`config.mk`:
```
export PLATFORM = sky130hd
export DESIGN_NAME = fetch_ctrl
export DESIGN_NICKNAME = d
export VERILOG_FILES = /design/src/rtl/fetch_pkg.sv /design/src/rtl/fetch_ctrl_sat_counter.sv /design/src/rtl/fetch_ctrl.sv
export SDC_FILE = /design/constraint.sdc
export NUM_CORES = 1
export LEC_CHECK = 0
export ABC_AREA = 1
export CAP_MARGIN = 0
export CORE_MARGIN = 8
export CORE_UTILIZATION = 49
export DETAILED_ROUTE_END_ITERATION = 10
export GPL_TIMING_DRIVEN = 0
export PLACE_DENSITY = 0.89
export SETUP_SLACK_MARGIN = 0.4
export SLEW_MARGIN = 20
export SYNTH_ARGS = -nofsm -noshare
export SYNTH_HDL_FRONTEND = slang
export SYNTH_SLANG_ARGS = --single-unit
```
`constraint.sdc`:
```
create_clock -name clk -period 4.6 [get_ports clk]
set_input_delay 0.92 -clock clk [delete_from_list [all_inputs] [get_ports clk]]
set_output_delay 0.92 -clock clk [all_outputs]
set_load 0.03 [all_outputs]
```
`src/rtl/fetch_pkg.sv`:
```
`default_nettype none
// ============================================================================
// Module      : fetch_pkg
// Description : Shared constants and state encoding for the fetch controller.
// Revision    : 1.0 - initial release
// ============================================================================
package fetch_pkg;

   localparam int PC_W    = 8;
   localparam int INSTR_W = 9;
   localparam int CNT_W   = 16;

   localparam logic [INSTR_W-1:0] NOP_INSTR  = 9'b101100100;
   localparam logic [INSTR_W-1:0] HALT_INSTR = 9'b111111111;

   typedef logic [1:0] fetch_state_t;

   localparam fetch_state_t c_ST_IDLE = 2'd0;
   localparam fetch_state_t c_ST_LOAD = 2'd1;
   localparam fetch_state_t c_ST_RUN  = 2'd2;
   localparam fetch_state_t c_ST_DONE = 2'd3;

endpackage : fetch_pkg
`default_nettype wire

```
`src/rtl/fetch_ctrl_sat_counter.sv`:
```
`default_nettype none
// ============================================================================
// Module      : sat_counter
// Description : Up-counter with synchronous clear that sticks at all-ones.
// Revision    : 1.0 - initial release
// ============================================================================
module sat_counter #(
   parameter int WIDTH = 16
) (
   input  logic             clk,
   input  logic             rst,
   input  logic             i_clear,
   input  logic             i_en,
   output logic [WIDTH-1:0] o_count
);

   localparam logic [WIDTH-1:0] c_ONE = {{(WIDTH-1){1'b0}}, 1'b1};

   logic [WIDTH-1:0] r_count;

   always_ff @(posedge clk) begin
      if (rst || i_clear) begin
         r_count <= '0;
      end else if (i_en && (r_count != {WIDTH{1'b1}})) begin
         r_count <= r_count + c_ONE;
      end
   end

   assign o_count = r_count;

endmodule : sat_counter
`default_nettype wire

```
`src/rtl/fetch_ctrl.sv`:
```
`default_nettype none
// ============================================================================
// Module      : fetch_ctrl
// Description : Loads the instruction memory, then sequences pc through it
//               with stall/branch handling, halt detection and cycle count.
// Revision    : 1.0 - initial release
// ============================================================================
module fetch_ctrl #(
   parameter int                     PC_W       = fetch_pkg::PC_W,
   parameter int                     INSTR_W    = fetch_pkg::INSTR_W,
   parameter logic [INSTR_W-1:0]     NOP_INSTR  = fetch_pkg::NOP_INSTR,
   parameter logic [INSTR_W-1:0]     HALT_INSTR = fetch_pkg::HALT_INSTR,
   parameter int                     CNT_W      = fetch_pkg::CNT_W
) (
   input  logic               clk,
   input  logic               reset,
   input  logic               start,
   input  logic               load_en,
   input  logic               load_valid,
   input  logic [INSTR_W-1:0] load_data,
   output logic               load_ready,
   output logic               imem_wr_en,
   output logic [PC_W-1:0]    imem_wr_addr,
   output logic [INSTR_W-1:0] imem_wr_data,
   output logic [PC_W-1:0]    imem_pc,
   input  logic [INSTR_W-1:0] imem_data,
   input  logic               stall,
   input  logic               branch_taken,
   input  logic [PC_W-1:0]    branch_target,
   output logic [INSTR_W-1:0] instr,
   output logic               instr_valid,
   output logic               done,
   output logic [CNT_W-1:0]   cycle_count
);

   import fetch_pkg::*;

   localparam logic [PC_W-1:0] c_PC_ONE = {{(PC_W-1){1'b0}}, 1'b1};
   localparam logic [PC_W-1:0] c_PC_MAX = {PC_W{1'b1}};

   fetch_state_t    r_state;
   fetch_state_t    w_state_nx;
   logic [PC_W-1:0] r_pc;
   logic [PC_W-1:0] w_pc_nx;
   logic [PC_W-1:0] r_wr_addr;
   logic [PC_W-1:0] w_wr_addr_nx;
   logic            r_done;
   logic            w_done_nx;
   logic            w_cnt_clear;
   logic            w_in_load;
   logic            w_in_run;

   assign w_in_load = (r_state == c_ST_LOAD);
   assign w_in_run  = (r_state == c_ST_RUN);

   always_comb begin
      w_state_nx   = r_state;
      w_pc_nx      = r_pc;
      w_wr_addr_nx = r_wr_addr;
      w_done_nx    = r_done;
      w_cnt_clear  = 1'b0;

      case (r_state)
         c_ST_IDLE, c_ST_DONE: begin
            // load_en wins over start when both arrive together
            if (load_en) begin
               w_state_nx   = c_ST_LOAD;
               w_wr_addr_nx = '0;
               w_done_nx    = 1'b0;
            end else if (start) begin
               w_state_nx  = c_ST_RUN;
               w_pc_nx     = '0;
               w_done_nx   = 1'b0;
               w_cnt_clear = 1'b1;
            end
         end

         c_ST_LOAD: begin
            if (load_valid) begin
               w_wr_addr_nx = r_wr_addr + c_PC_ONE;
               if (r_wr_addr == c_PC_MAX) begin
                  w_state_nx = c_ST_IDLE;
               end
            end
            if (!load_en) begin
               w_state_nx = c_ST_IDLE;
            end
         end

         c_ST_RUN: begin
            if (stall) begin
               w_pc_nx = r_pc;
            end else if (imem_data == HALT_INSTR) begin
               w_state_nx = c_ST_DONE;
               w_done_nx  = 1'b1;
            end else if (branch_taken) begin
               w_pc_nx = branch_target;
            end else if (r_pc == c_PC_MAX) begin
               // ran past the last memory location without a halt
               w_state_nx = c_ST_DONE;
               w_done_nx  = 1'b1;
            end else begin
               w_pc_nx = r_pc + c_PC_ONE;
            end
         end

         default: begin
            w_state_nx = c_ST_IDLE;
         end
      endcase
   end

   always_ff @(posedge clk) begin
      if (reset) begin
         r_state   <= c_ST_IDLE;
         r_pc      <= '0;
         r_wr_addr <= '0;
         r_done    <= 1'b0;
      end else begin
         r_state   <= w_state_nx;
         r_pc      <= w_pc_nx;
         r_wr_addr <= w_wr_addr_nx;
         r_done    <= w_done_nx;
      end
   end

   sat_counter #(
      .WIDTH   (CNT_W)
   ) u_cycle_cnt (
      .clk     (clk),
      .rst     (reset),
      .i_clear (w_cnt_clear),
      .i_en    (w_in_run),
      .o_count (cycle_count)
   );

   assign load_ready   = w_in_load;
   assign imem_wr_en   = w_in_load & load_valid;
   assign imem_wr_addr = r_wr_addr;
   assign imem_wr_data = load_data;

   // pc is only meaningful on the read port once execution has begun
   assign imem_pc      = (w_in_run || (r_state == c_ST_DONE)) ? r_pc : '0;
   assign instr        = w_in_run ? imem_data : NOP_INSTR;
   assign instr_valid  = w_in_run & ~stall;
   assign done         = r_done;

endmodule : fetch_ctrl
`default_nettype wire

```
==> results of run 1 <==
## routing by layer
layer  GRT usage, %  vias to the layer above  wire length, um
met5              0                        -                0
met3           5.47                        6              617
met2           32.5                      106             3350
met1           20.7                     1224             2770
li1               -                     1403                -
met4           4.06                        0               40
## worst paths after layout
check	end	slack (ns)	cells after the start
min	done	0.49	2
min reg2reg	done	0.49	2
max	instr[5]	1.26	7
max reg2reg	u_cycle_cnt.o_count[6]	2.61	7
## critical path, cell delays in order, from the launching register on
cell and delay (ns):
dfxtp_1 0.38, inv_1 0.06, ha_1 0.19, buf_4 0.18, inv_1 0.08, clkbuf_1 0.39, or2_2 0.19, clkdlybuf4s50_1 0.67
## power by group
part | leakage (uW) | switching [uW] | internal, uW
Clock | 0.0000612 | 114 | 175
Combinational | 0.00100 | 361 | 206
Sequential | 0.000283 | 26.9 | 328
Total | 0.00135 | 502 | 709
## through the flow
step	hold WS, ns	setup slack, ns	cells	total power, uW	utilization (%)
3_3_place_gp	0.458	1.45	539	913	66.9
2_1_floorplan	0.472	2.35	393	746	-
4_1_cts	0.487	1.23	547	1220	69.2
6_report	0.490	1.26	547	1210	69.2
5_1_grt	0.515	1.02	547	1290	69.2
3_5_place_dp	0.479	1.44	539	927	66.9
## state kept, by name (all words and copies together), names as in the netlist
name                 cells
r_pc                     8
u_cycle_cnt.o_count     16
done                     1
r_state                  2
imem_wr_addr             8
## kinds of logic after synthesis
| kind of cell | after synthesis | share of synthesized area, % |
|---|---|---|
| AO/OA/AOI/OAI | 48 | 11.5 |
| buffers and inverters | 67 | 12.9 |
| adder cells (fa/ha/maj) | 6 | 3.00 |
| AND/OR/NAND/NOR | 225 | 40.4 |
| flip-flops | 35 | 28.0 |
| XOR/XNOR | 12 | 4.20 |
## final cells by class
type                       count  share of cell area [%]
buffer                        19                    4.01
multi-input combinational    291                    42.7
clock inverter                 2                    1.01
sequential                    35                    20.2
timing repair buffer          76                    21.9
inverter                      48                    5.27
tap                           70                    2.53
clock buffer                   6                    2.38
## cell usage in the layout (no fill, tap or decap), types with 10 or more instances in the layout
| master | n |
|---|---|
| o21ai_0 | 12 |
| a21oi_1 | 20 |
| nor2_1 | 56 |
| inv_1 | 47 |
| nand2_2 | 10 |
| nand2_1 | 100 |
| buf_4 | 11 |
| nand3_1 | 32 |
| dfxtp_1 | 35 |
| clkdlybuf4s50_1 | 76 |
==> reports/results.ini, run 1 <==
[yosys]
syn_area_um2=2500
ys_types=34
synthTopCellsByArea=dfxtp_1 (28%), nand2_1 (15%), nor2_1 (8.4%), inv_1 (7.1%), nand3_1 (6.4%)
syn-num-nets=432
yosysWarnings=0
syn_inst=393
synth_top_area_share_pct=28.0
synth.most_common_cell=nand2_1
synth_top_cell_by_area=dfxtp_1
synth_edf_count=0
ys_seq_area_share_pct=28.0
ys.flop_type=dfxtp_1
avgSynthCellArea_um2=6.36
synth-async-reset-ratio_pct=0
ys_seq_elements=35
synth_top_cells_by_count=nand2_1 (100), nor2_1 (56), inv_1 (47)

[finish]
multi_input_area_um2=1480
fillerInstances=427
final_nets=515
final_area_um2=3470
drive_gt1_share_pct=11.5
seq_area_um2=701
syn_to_final_growth_pct=38.6
diodes=0

[clock_tree]
clk_pin_slew_ns=0.07
clockBufferDepth=2
root_buffer=clkbuf_8
cts_setup_buffers=0
cts.sinks=35
cts.htree.levels=2
cts_buffers=5
post_cts_resized=0
cts_tree=yes
worstSkewPairLatency_ns=0.28
hold_buffers=0

[detailed_routing]
drt-initial-drc-count=99
wl_um=6770
viasPerCell=5.01
vias=2739
drc_errors=0
ant_nets=0
dr.pass1.iters=5
post_drt_wl_per_cell_um=12.4

[global_routing]
grt-ovfl-total=0
grt_antenna_before_repair=0
grt_max_degree=12
grt_pass1_vias=2626
grt_pass1_wl_um=11400
grt_usage_pct=18.3

[floorplanning]
fp.dieW_um=87.4
initial_core_util_pct=49.9
die-area_um2=7650
coreArea_um2=5010
io_pins=87
dieHeight_um=87.4
row_count=26

[timing]
setup_viol=0
fin_setup_tns_ns=0
fin_crit_sh_pct=72.7
worstMarginPinSlew_ns=0.637
relSlewSlack_pct=57.3
fin_crit_ns=3.34
slew_viol_final=0
finClkSkew_ns=0.00200
hold_viol=0
max_freq_mhz=299
rsz0062_at_grt=false

[setup_path]
worstSetupStartpointType=flop
r2r-start=r_state[0]
cp-startpoint=r_state[0]
worstPathMaxFanout=10
path_class=reg2out
end_kind=output pin
cp.arrival_ns=2.42
crit_required_ns=3.68

[place]
portBuffers=76
place_congestion=0.880
placed_cell_area_um2=3350
dp_hpwl_um=5350

[hold_path]
hold_path.class=reg2reg
holdCritStartpoint=done

[pwr]
power.leakage_uw=0.00135
power_density_nw_per_um2=349
max-vdd-ir-drop_uv=212

[status]
outcome=finished clean

[job]
cap_violations=0

No activity file was read; power rests on OpenSTA's default activity.
==> run 2, diff against run 1 <==
--- a/config.mk
+++ b/config.mk
@@ -8,10 +8,10 @@
 export ABC_AREA = 1
 export CAP_MARGIN = 0
 export CORE_MARGIN = 8
-export CORE_UTILIZATION = 49
+export CORE_UTILIZATION = 41
 export DETAILED_ROUTE_END_ITERATION = 10
 export GPL_TIMING_DRIVEN = 0
-export PLACE_DENSITY = 0.89
+export PLACE_DENSITY = 0.8
 export SETUP_SLACK_MARGIN = 0.4
 export SLEW_MARGIN = 20
 export SYNTH_ARGS = -nofsm -noshare
==> constraint.sdc (replaced) <==
create_clock -name clk -period 3 [get_ports clk]
set_input_delay 0.6 -clock clk [delete_from_list [all_inputs] [get_ports clk]]
set_output_delay 0.6 -clock clk [all_outputs]
set_load 0.03 [all_outputs]
==> reports/results.ini, run 2 (synthesis gave the netlist of run 1 again) <==
[timing]
worstMarginPinSlew_ns=0.522
fin_crit_ns=2.49
finClkSkew_ns=0.00922
hold_viol=0
relSlewSlack_pct=65.2
fin_crit_sh_pct=83.1
max_freq_mhz=401
setup_viol=0
slew_viol_final=0
rsz0062_at_grt=false
fin_setup_tns_ns=0

[clock_tree]
cts.sinks=35
worstSkewPairLatency_ns=0.29
cts_tree=yes
root_buffer=clkbuf_8
cts_buffers=5
clk_pin_slew_ns=0.07
cts.htree.levels=2
hold_buffers=0
clockBufferDepth=2

[detailed_routing]
drt-initial-drc-count=110
dr.pass1.iters=4
post_drt_wl_per_cell_um=12.4
ant_nets=0
viasPerCell=4.91
wl_um=6820
drc_errors=0
vias=2710

[place]
place_congestion=0.921
dp_hpwl_um=5320
placed_cell_area_um2=3360
portBuffers=76

[setup_path]
worstPathMaxFanout=2
cp-startpoint=load_valid
worstSetupEndpoint=imem_wr_en
worstSetupStartpointType=primary input
r2r_setup_slack_ns=0.95
path_class=in2out
r2r-start=r_state[0]
cp.arrival_ns=1.89
end_kind=output pin
r2r_cells=10
r2r_end=r_pc[5]
crit_required_ns=2.40

[floorplanning]
die-area_um2=8860
initial_core_util_pct=42.2
row_count=28
fp.dieW_um=94.1
io_pins=87
dieHeight_um=94.1
coreArea_um2=5920

[pwr]
swShare_pct=44.4
power_density_nw_per_um2=510
power_frac_comb_pct=49.5
max-vdd-ir-drop_uv=338
seq_power_share_pct=31.4
power.leakage_uw=0.00139
clkPwrFrac_pct=19.2
p_sw_uw=774
internal-power_uw=967

[global_routing]
grt_max_degree=11
grt-ovfl-total=0
grt_pass1_vias=2580
grt_pass1_wl_um=11400
grt_usage_pct=15.6
grt_antenna_before_repair=0

[finish]
final_common_cell=nand2_1
largest_reg_flops=16
final_cell_mix=nand2_1 (100), clkdlybuf4s50_1 (58), nor2_1 (55)
diodes=0
drive_gt1_share_pct=12.6
seq_area_um2=701
fillerInstances=573
final_area_um2=3420
final_nets=515
multi_input_area_um2=1490
syn_to_final_growth_pct=36.6

[status]
outcome=finished clean

[hold_path]
hold_path.class=reg2reg

[job]
cap_violations=0

[run 2: per-layer routing]
metal	global-route usage [%]	routed length, um
met4	4.49	87
met1	18.3	2970
met3	4.88	567
met5	0	0
met2	26.5	3200
[run 2: worst max-delay path, cell delays in order]
cell	delay, ns
clkdlybuf4s50_1	0.49
nand2_1	0.08
inv_1	0.06
clkdlybuf4s50_1	0.66
[run 2: final cells by class]
type	count	share of cell area [%]
buffer	19	4.14
clock buffer	7	2.23
clock inverter	1	0.147
inverter	48	5.35
multi-input combinational	291	43.6
sequential	35	20.5
tap	75	2.75
timing repair buffer	76	21.3
[run 2: worst min-delay path by stage]
stage | from | endpoint | cells past startpoint
3_3_place_gp | done | done | 2
3_5_place_dp | done | done | 2
4_1_cts | done | done | 2
5_1_grt | done | done | 2
2_1_floorplan | r_pc[3] | r_pc[3] | 2
6_report | done | done | 2
[run 2: repair_timing]
action / CTS / global route
setup endpoints to repair: 18 / 4
buffers inserted: 0 / 0
pin swaps: 0 / 0
resized for setup: 22 / 8
[run 2: per-stage QoR]
| stage | hold WS, ns | instances | util (%) | setup slack, ns | power, uW |
|---|---|---|---|---|---|
| 2_1_floorplan | 0.472 | 393 | - | 1.08 | 1140 |
| 5_1_grt | 0.515 | 552 | 57.7 | 0.427 | 1860 |
| 3_3_place_gp | 0.468 | 544 | 56.7 | 0.272 | 1410 |
| 3_5_place_dp | 0.465 | 544 | 56.7 | 0.260 | 1420 |
| 6_report | 0.481 | 552 | 57.7 | 0.508 | 1740 |
| 4_1_cts | 0.482 | 552 | 57.8 | 0.382 | 1750 |
[run 2: power groups by stage]
stage | sequential (uW) | combinational (uW) | clock, uW
floorplan | 580 | 563 | 0
global placement | 554 | 853 | 0
detailed placement | 555 | 868 | 0
CTS | 545 | 863 | 341
global route | 550 | 947 | 359
finish | 546 | 861 | 334
==> run 3, diff against run 2 <==
==> constraint.sdc (replaced) <==
create_clock -name clk -period 2.2 [get_ports clk]
set_input_delay 0.44 -clock clk [delete_from_list [all_inputs] [get_ports clk]]
set_output_delay 0.44 -clock clk [all_outputs]
set_load 0.03 [all_outputs]
==> reports/results.ini, run 3 (synthesis gave the netlist of run 1 again) <==
[place]
place_ws_ns=-0.374
portBuffers=76
place_congestion=0.896
dp_hpwl_um=5350
placed_cell_area_um2=3360

[setup_path]
cp.arrival_ns=1.48
end_kind=output pin
worstSetupStartpointType=flop
path_class=reg2out
worstPathMaxFanout=7
worstSetupEndpoint=instr[2]
r2r-start=r_state[0]
r2r_end=r_pc[7]
crit_required_ns=1.76
r2r_setup_slack_ns=0.29
r2r_cells=12
cp-startpoint=r_state[0]

[status]
outcome=finished clean

[timing]
fin_crit_sh_pct=87.3
setup_viol=0
worstMarginPinSlew_ns=0.563
relSlewSlack_pct=62.5
hold_ws_ns=0.479
max_freq_mhz=521
rsz0062_at_grt=true
finClkSkew_ns=0.00727
setup_slack_ns=0.279
hold_viol=0
fin_crit_ns=1.92
slew_viol_final=0

[detailed_routing]
drc_errors=0
viasPerCell=4.97
vias=2801
drt-initial-drc-count=106
post_drt_wl_per_cell_um=13.6
wl_um=7670
ant_nets=0
dr.pass1.iters=5

[global_routing]
grt_antenna_before_repair=0
grt-ovfl-total=0
grt_pass1_vias=2756
grt_max_degree=13
grt_pass1_wl_um=12500
grt_usage_pct=17.1

[finish]
final_nets=527
final_area_um2=3750
drive_gt1_share_pct=25.2
diodes=0
final_cell_mix=nand2_1 (96), inv_1 (45), nor2_1 (45)
final_common_cell=nand2_1
largest_reg_flops=16
syn_to_final_growth_pct=50.1

[clock_tree]
cts_tree=yes
root_buffer=clkbuf_8
cts.htree.levels=2
clockBufferDepth=2
cts_buffers=5
worstSkewPairLatency_ns=0.30
cts.sinks=35
clk_pin_slew_ns=0.08
hold_buffers=0

[floorplanning]
initial_core_util_pct=42.2
row_count=28
coreArea_um2=5920
dieHeight_um=94.1
io_pins=87
fp.dieW_um=94.1
die-area_um2=8860

[pwr]
totalPowerFinal_uw=2980
power_density_nw_per_um2=794
max-vdd-ir-drop_uv=519
power.leakage_uw=0.00168

[job]
cap_violations=0

[hold_path]
hold_path.class=reg2reg

## run 3: what timing repair did
action | in CTS | in global routing
setup buffers | 7 | 5
pin swaps | 4 | 7
resized for setup | 174 | 40
endpoints found under the setup margin | 65 | 43
## run 3: power by group
part	internal (uW)	switching (uW)	total, uW
sequential	693	59.0	752
combinational	673	952	1620
clock	338	264	602
## run 3: layout make-up
cell class / count / area, um2
plain buffers: 19 / 169
clock buffers: 5 / 68.8
clock inverters: 3 / 43.8
fillers: 536 / 2170
inverters: 48 / 185
multi-input cells: 291 / 1640
flip-flops and latches: 35 / 708
well taps: 75 / 93.8
repair buffers: 88 / 841
## run 3: worst min path at each step
stage | depth (start not counted) | end | slack [ns] | start
2_1_floorplan | 2 | r_pc[3] | 0.47 | r_pc[3]
5_1_grt | 2 | done | 0.52 | done
3_3_place_gp | 2 | done | 0.46 | done
6_report | 2 | done | 0.48 | done
3_5_place_dp | 2 | done | 0.47 | done
4_1_cts | 2 | done | 0.49 | done
## run 3: metal layers
layer	track usage (%)	routed length, um
met2	29.1	3770
met1	19.9	3150
met4	5.28	106
met5	0	0
met3	5.44	644
## run 3: metrics by stage
step	cells	TNS, ns	utilization, %
after floorplan	393	0	-
after global placement	544	-3.87	56.7
after detailed placement	544	-4.31	56.7
after CTS	559	0	60.8
after global routing	564	0	63.4
final	564	0	63.4
## run 3: worst max-delay path: stages (launching register included)
cell     delay, ns
dfxtp_2       0.33
inv_2         0.07
ha_4          0.13
buf_8         0.13
inv_4         0.04
buf_8         0.12
or2_4         0.22
buf_6         0.14
